$ cat config.mk
export PLATFORM = sky130hd
export DESIGN_NAME = hamming_decoder_15_11
export DESIGN_NICKNAME = d
export VERILOG_FILES = /design/src/rtl/hamming_pkg.sv /design/src/rtl/hamming_correct_15_11.sv /design/src/rtl/hamming_decoder_15_11.sv
export SDC_FILE = /design/constraint.sdc
export NUM_CORES = 1
export LEC_CHECK = 0
export CAP_MARGIN = 15
export CORE_ASPECT_RATIO = 0.5
export CORE_MARGIN = 5
export CORE_UTILIZATION = 50
export CTS_BUF_LIST = sky130_fd_sc_hd__clkbuf_4
export DETAILED_ROUTE_END_ITERATION = 16
export PLACE_DENSITY = 0.72
export RECOVER_POWER = 100
export SYNTH_ARGS = -nofsm -noshare
export SYNTH_HDL_FRONTEND = slang
export SYNTH_HIERARCHICAL = 1
export SYNTH_SLANG_ARGS = --single-unit
export TNS_END_PERCENT = 30
$ cat constraint.sdc
create_clock -name clk -period 2.7 [get_ports clk]
set_input_delay 0.27 -clock clk [delete_from_list [all_inputs] [get_ports clk]]
set_output_delay 0.27 -clock clk [all_outputs]
set_load 0.005 [all_outputs]
$ cat src/rtl/hamming_pkg.sv
// Shared Hamming(15,11) geometry for the serial encoder and decoder.
// Positions are 1-based; parity bits sit at powers of two.
package hamming_pkg;

  localparam int HAM_N = 15;
  localparam int HAM_K = 11;
  localparam int HAM_P = 4;

  localparam int DATA_POS [0:HAM_K-1] = '{
    3, 5, 6, 7, 9, 10, 11, 12, 13, 14, 15
  };

  typedef logic [HAM_N:1]   codeword_t;
  typedef logic [HAM_K-1:0] data_t;

endpackage

$ cat src/rtl/hamming_correct_15_11.sv
// Combinational syndrome, single-bit correction and data extraction.
// A nonzero syndrome is the index of the bit to invert.
module hamming_correct_15_11
  import hamming_pkg::*;
(
  input  codeword_t         cw,
  output logic [HAM_P-1:0]  syndrome,
  output data_t             data,
  output logic              err
);

  logic [HAM_P-1:0] syn;
  codeword_t        fixed;

  always_comb begin
    syn = '0;
    for (int p = 1; p <= HAM_N; p++) begin
      if (cw[p]) syn = syn ^ HAM_P'(p);
    end
  end

  always_comb begin
    fixed = cw;
    for (int p = 1; p <= HAM_N; p++) begin
      fixed[p] = cw[p] ^ (syn == HAM_P'(p));
    end
  end

  always_comb begin
    data = '0;
    for (int i = 0; i < HAM_K; i++) begin
      data[i] = fixed[DATA_POS[i]];
    end
  end

  assign syndrome = syn;
  assign err      = |syn;

endmodule

$ cat src/rtl/hamming_decoder_15_11.sv
// Serial Hamming(15,11) receiver: frames on a mod-15 counter,
// captures each word and decodes it one cycle later.
module hamming_decoder_15_11
  import hamming_pkg::*;
(
  input  logic        clk,
  input  logic        reset,
  input  logic        en,
  input  logic        din,
  output logic [10:0] data_out,
  output logic        valid,
  output logic        err,
  output logic [3:0]  syndrome
);

  logic [3:0]       cnt;
  logic [HAM_N-2:0] sr;
  codeword_t        cap;
  logic             frame_done;

  logic [HAM_P-1:0] syn_c;
  data_t            data_c;
  logic             err_c;

  hamming_correct_15_11 u_correct (
    .cw       (cap),
    .syndrome (syn_c),
    .data     (data_c),
    .err      (err_c)
  );

  // Oldest bit drifts to sr[0], so {din, sr} is position 15..1.
  always_ff @(posedge clk) begin
    if (reset) begin
      cnt        <= '0;
      sr         <= '0;
      cap        <= '0;
      frame_done <= 1'b0;
      valid      <= 1'b0;
      data_out   <= '0;
      syndrome   <= '0;
      err        <= 1'b0;
    end else begin
      frame_done <= 1'b0;
      valid      <= frame_done;
      if (en) begin
        sr <= {din, sr[HAM_N-2:1]};
        if (cnt == 4'd14) begin
          cnt        <= '0;
          cap        <= {din, sr};
          frame_done <= 1'b1;
        end else begin
          cnt <= cnt + 4'd1;
        end
      end
      if (frame_done) begin
        data_out <= data_c;
        syndrome <= syn_c;
        err      <= err_c;
      end
    end
  end

endmodule

[Word level (Yosys, flattened, before mapping)]
Index checks and enable logic that the tools add are counted.
Storage, ports and cells
  register bits: 51
  latch bits: 0
  RAM bits: 0
  bits in read-only memories: 0
  input bits: 4
  output and inout bits: 17
  logic and storage cells: 67
  memories kept: 0
Operators by class
  add/subtract/negate cells: 1
  $mul: 0
  divide/modulo/power cells: 0
  magnitude comparators: 0
  equal/unequal tests: 12
  shifts and indexed selects: 0
  multiplexer cells: 17
  bitwise gates (word level): 26
  reductions and logical operators: 3
Operators by type and width (count)
  4-bit 2-to-1 mux: 9
  4-bit == test (second input constant): 8
  4-bit by 3-bit == test with 1-bit output (second input constant): 3
  3-bit 2-to-1 mux: 4
  2-bit inverter: 6
  3-bit inverter: 4
  1-bit XOR: 11
  4-bit by 1-bit adder with 4-bit output (second input constant): 1
  4-bit by 2-bit == test with 1-bit output (second input constant): 1
  2-bit 2-to-1 mux: 2
  4-bit inverter: 1
  4-bit OR reduction: 1
  1-bit inverter (first input constant): 3
  1-bit 2-to-1 mux: 2
  2-bit AND reduction: 1
  2-bit OR reduction: 1
  1-bit inverter: 1

[Logic depth before layout (Yosys ltp)]
  word-level depth: 28
  mapped depth: 8
  depth with buffers taken out: 7

[Modules after synthesis]
Netlist, hierarchy kept.
By module, submodules not included
  hamming_decoder_15_11: times used 1, cells an instance 156, area each 1761.7 um^2
  hamming_correct_15_11: times used 1, cells an instance 73, area each 689.4 um^2

[Worst setup path after synthesis]
Ideal clock, no wire load.
  path type: reg2reg
  start: register cap[5]
  end: register data_out[8]
  setup time: 0.128 ns
  arrival: 1.763 ns
  slack: 0.810 ns
  cell stages (with the launch flop): 8
  clock period less this slack: 1.890 ns
  path through: dfxtp_1 -> xor3_2 -> xnor2_2 -> nor3_2 -> o22ai_1 -> xnor2_1 -> mux2i_1 -> nor2_1
Between the ends
  word-level cells in the longest chain between the ends: 17
  elaborated cells between the ends (all ways): 19
  those cells by class: eq/ne: 1; mux: 10; bitwise: 8
RTL lines
  start, declared: line hamming_decoder_15_11.sv:18  | codeword_t cap;
  start signal, assigned: line hamming_decoder_15_11.sv:50  | cap <= {din, sr};
  3-bit 2-to-1 mux (*): line hamming_correct_15_11.sv:18  | if (cw[p]) syn = syn ^ HAM_P'(p);
  3-bit inverter (no source line)
  3-bit 2-to-1 mux (*): line hamming_correct_15_11.sv:18
  4-bit 2-to-1 mux (*) (2 in series): line hamming_correct_15_11.sv:18
  2-bit inverter (no source line) / 4-bit 2-to-1 mux (equally long branches)
  4-bit 2-to-1 mux (*): line hamming_correct_15_11.sv:18
  3-bit inverter (no source line) / 2-bit inverter (equally long branches)
  4-bit 2-to-1 mux (*) (3 in series): line hamming_correct_15_11.sv:18
  3-bit inverter (no source line)
  4-bit 2-to-1 mux (*): line hamming_correct_15_11.sv:18
  4-bit inverter (no source line)
  4-bit 2-to-1 mux (*): line hamming_correct_15_11.sv:18
  4-bit == test (*): line hamming_correct_15_11.sv:25  | fixed[p] = cw[p] ^ (syn == HAM_P'(p));
  1-bit XOR (*): line hamming_correct_15_11.sv:25
  named net data_c[8]: line hamming_decoder_15_11.sv:22  | data_t data_c;
  end signal, assigned: line hamming_decoder_15_11.sv:57  | data_out <= data_c;
  end, declared: line hamming_decoder_15_11.sv:10  | output logic [10:0] data_out,
Mark *: on every way through the listed nets, which the timed path passes. The rest lies on a longest branch.
A chain may end at the register's enable or synchronous reset.

[Worst setup path after layout]
  start: register cap[6]
  end: register data_out[10]
Between the ends
  word-level cells in the longest chain between the ends: 15
  elaborated cells between the ends (all ways): 18
  those cells by class: eq/ne: 1; mux: 9; bitwise: 8
RTL lines (line)
  3-bit 2-to-1 mux (*): hamming_correct_15_11.sv:18
  4-bit 2-to-1 mux (*): hamming_correct_15_11.sv:18
  2-bit inverter (no source line) / 4-bit 2-to-1 mux (equally long branches)
  4-bit 2-to-1 mux (*) (2 in series): hamming_correct_15_11.sv:18
  3-bit inverter (no source line) / 2-bit inverter (equally long branches)
  4-bit 2-to-1 mux (*) (2 in series): hamming_correct_15_11.sv:18
  3-bit inverter (no source line) / 4-bit 2-to-1 mux (equally long branches)
  4-bit 2-to-1 mux (*) (2 in series): hamming_correct_15_11.sv:18
  4-bit inverter (no source line)
  4-bit 2-to-1 mux (*): hamming_correct_15_11.sv:18
  4-bit == test (*): hamming_correct_15_11.sv:25
  1-bit XOR (*): hamming_correct_15_11.sv:25
  named net data_c[10]: hamming_decoder_15_11.sv:22
Marked as above.

==> qor.csv <==
stage;metric;value;unit
clock_tree;clock root buffer;clkbuf_4;
floorplan;num rows;18;
power_and_ir_drop;PwrDens;441;nW/um^2
synth;mux cell area share after synthesis;0.131;
timing;Hold Vio Cnt, Final;0;
synth;adder-cell area share of the yosys netlist;0;
clock_tree;number of clock sinks;51;
critical_path;Worst Path Required;3.03;ns
route;Via density;5.21;
timing;final setup fails;0;
timing;Clock Skews;0.0131;ns
synth;post-synthesis xor/xnor area fraction;0.178;
clock_tree;CTS H-Tree Depth;2;
synth;register area share after synthesis;0.417;
layout;Multi-input gate area;1280;sq um
timing;worst hold slack;0.486;ns
synth;net count after synthesis;233;
timing;RSZ-0062 raised after global routing;false;
layout;Storage cell area;1020;sq um
synth;Synth warnings;6;
clock_tree;CTS Buffer Depth;2;
timing;Slew Viols, Final;0;
flow_run;Max Cap Viol;0;
critical_path;RR Startpoint;cap[6];
floorplan;Ports;21;
timing;slack of the critical path;0.353;ns
synth;compound-cell area share of the yosys netlist;0.0965;
floorplan;DIE WIDTH;109;microns
outcome;outcome;finished, final reports clean;
critical_path;cells on worst reg2reg path;7;
route;DRT iter0 DRCs;38;
global_route;global-route wire length before repair;8110;microns
critical_path;critical path class;reg -> reg;
clock_tree;Resize count post-CTS;0;
timing;slew margin rel.;0.240;
synth;Mapped Cells;229;
synth;count of different cell masters after synthesis;31;
critical_path;RR Endpoint;data_out[10];
floorplan;Starting Density;0.506;
critical_path;crit path launch;cap[6];
placed_design;# port buffers;20;
floorplan;die area;6490;sq um
layout;fillers;453;
global_route;initial antenna violation count;0;
worst_hold_path;Worst Hold Class;reg -> reg;
route;Total Wirelength;4870;microns
worst_hold_path;Hold Path Cell Cnt;1;
clock_tree;Skew-Pair Late Insertion Delay;0.39;ns
synth;Seq cells post-synth;51;
floorplan;die height;59.5;microns
layout;share of layout cells above drive strength 1;0.0964;
placed_design;post-placement cell count;311;
clock_tree;CTS tree;done;
placed_design;Final Wtd Congestion;0.804;
route;Antenna Nets Post-Route;0;
synth;Simple-Gate Fraction of Synth Area;0.143;
timing;setup_tns;0;ns
critical_path;CP Max Fanout;5;
synth;Cell Area, Synth;2450;sq um
power_and_ir_drop;VDD IR-drop max;206;uV
worst_hold_path;Worst Hold Endpoint;cap[0];
global_route;vias in the first global route;1597;
layout;Post-Layout Cell Count;319;
critical_path;FF-to-FF setup slack;0.35;ns
route;TritonRoute pass-1 iters;4;
timing;fmax;426;MHz
global_route;overall routing resource usage;0.165;
power_and_ir_drop;leakage;1.02;nW
global_route;pin count of the biggest net entering global routing;21;
critical_path;Crit path arrival time;2.68;ns
clock_tree;setup bufs post-CTS;0;
clock_tree;number of buffers created by CTS;5;
timing;Worst-Margin Slew;1.14;ns
route;Vias;1661;
layout;NumNets Final;252;
synth;largest family of logic cells by synthesized area;XOR/XNOR gates;
clock_tree;clk slew on worst S/H paths;0.16;ns
layout;area grow syn2layout;9.85;%
timing;Final Cycle Share;0.869;
route;Routed WL per cell;15.3;microns
timing;min cycle time layout;2.35;ns
synth;average cell area after synthesis;10.7;sq um
critical_path;Worst Setup End Kind;register;
floorplan;core area;4840;sq um
worst_hold_path;Hold Path Origin;sr[0];
critical_path;crit start category;register;
global_route;Overflow after GRT;0;
layout;Ant. Diodes;0;
placed_design;dpl hpwl;3570;microns
clock_tree;cts hold-fix bufs;0;
placed_design;worst slack at placement;0.533;ns
route;DRC;0;
==> cells in the final DEF, fill, tap and decap left out, types with 3 or more instances in the layout <==
cell and n:
xnor2_1 25, a22o_1 15, nor3_2 4, o22ai_1 12
mux2i_1 32, nor2_1 32, clkbuf_4 5, buf_4 3
xnor2_2 6, xor2_1 5, and3_1 3, dlygate4sd3_1 18
dfxtp_1 51, nor3_1 13
==> logic make-up (layout without fill, tap and decap cells) <==
| family | after synthesis | after routing |
|---|---|---|
| AND/OR/NAND/NOR | 62 | 62 |
| AO/OA/AOI/OAI | 32 | 32 |
| XOR/XNOR | 38 | 38 |
| multiplexers | 32 | 32 |
| buffers and inverters | 14 | 34 |
| flip-flops | 51 | 51 |
==> worst max-delay path by stage <==
stage,endpoint,slack (ns),cells after the start
2_1_floorplan,data_out[8],0.81,7
3_3_place_gp,data_out[4],0.56,7
3_5_place_dp,data_out[10],0.53,7
4_1_cts,data_out[10],0.49,7
5_1_grt,data_out[10],0.20,7
6_report,data_out[10],0.35,7
==> layer usage <==
layer	GRT usage	routed length, microns	vias up
li1	-	-	846
met1	0.227	2440	775
met2	0.257	2170	36
met3	0.0370	212	4
met4	0.0540	43	0
met5	0	0	-
==> state kept, by name, summed over array words and instances (netlist names) <==
register and count:
cnt 4, err 1, syndrome 4, data_out 11, valid 1, cap 15, sr 14, frame_done 1
==> power breakdown <==
part | switching, mW | internal, mW
clock network | 0.272 | 0.112
logic | 0.0243 | 0.0161
registers | 0.00501 | 0.757
total | 0.301 | 0.885
==> cells in the mapped netlist, drive strengths merged <==
cell type / count / area [sq um]
a21oi: 3 / 18.8
a22o: 15 / 131
a31oi: 1 / 6.26
and2: 1 / 6.26
and3: 4 / 30.0
and4: 1 / 11.3
buf: 8 / 65.1
clkbuf: 4 / 15.0
dfxtp: 51 / 1020
inv: 2 / 7.51
mux2i: 32 / 320
nand3: 2 / 10.0
nor2: 32 / 120
nor2b: 2 / 12.5
nor3: 17 / 120
nor3b: 1 / 18.8
nor4b: 1 / 15.0
o21ai: 1 / 5.00
o22ai: 12 / 75.1
or3: 1 / 6.26
xnor2: 31 / 317
xor2: 5 / 70.1
xor3: 2 / 48.8
==> through the flow <==
stage / power (mW) / area (sq um) / util
finish: 1.19 / 2690 / 0.556
floorplan: 0.808 / 2450 / -
global placement: 0.819 / 2690 / 0.555
global route: 1.24 / 2690 / 0.556
CTS: 1.21 / 2750 / 0.569
detailed placement: 0.820 / 2690 / 0.555
==> layout make-up <==
cell class	count	area share
Clock buffer	5	0.0139
Sequential cell	51	0.379
Clock inverter	3	0.0102
Timing Repair Buffer	24	0.0841
Inverter	2	0.00279
Tap cell	70	0.0325
Multi-Input combinational cell	164	0.477
==> critical path, stage by stage, from the launching register on <==
cell	delay, ns
dfxtp_1	0.51
xor2_1	0.37
xnor2_1	0.27
nor3_2	0.43
nor3_1	0.10
nor4b_1	0.37
mux2i_1	0.12
nor2_1	0.11
No activity file was read; power rests on OpenSTA's default activity.
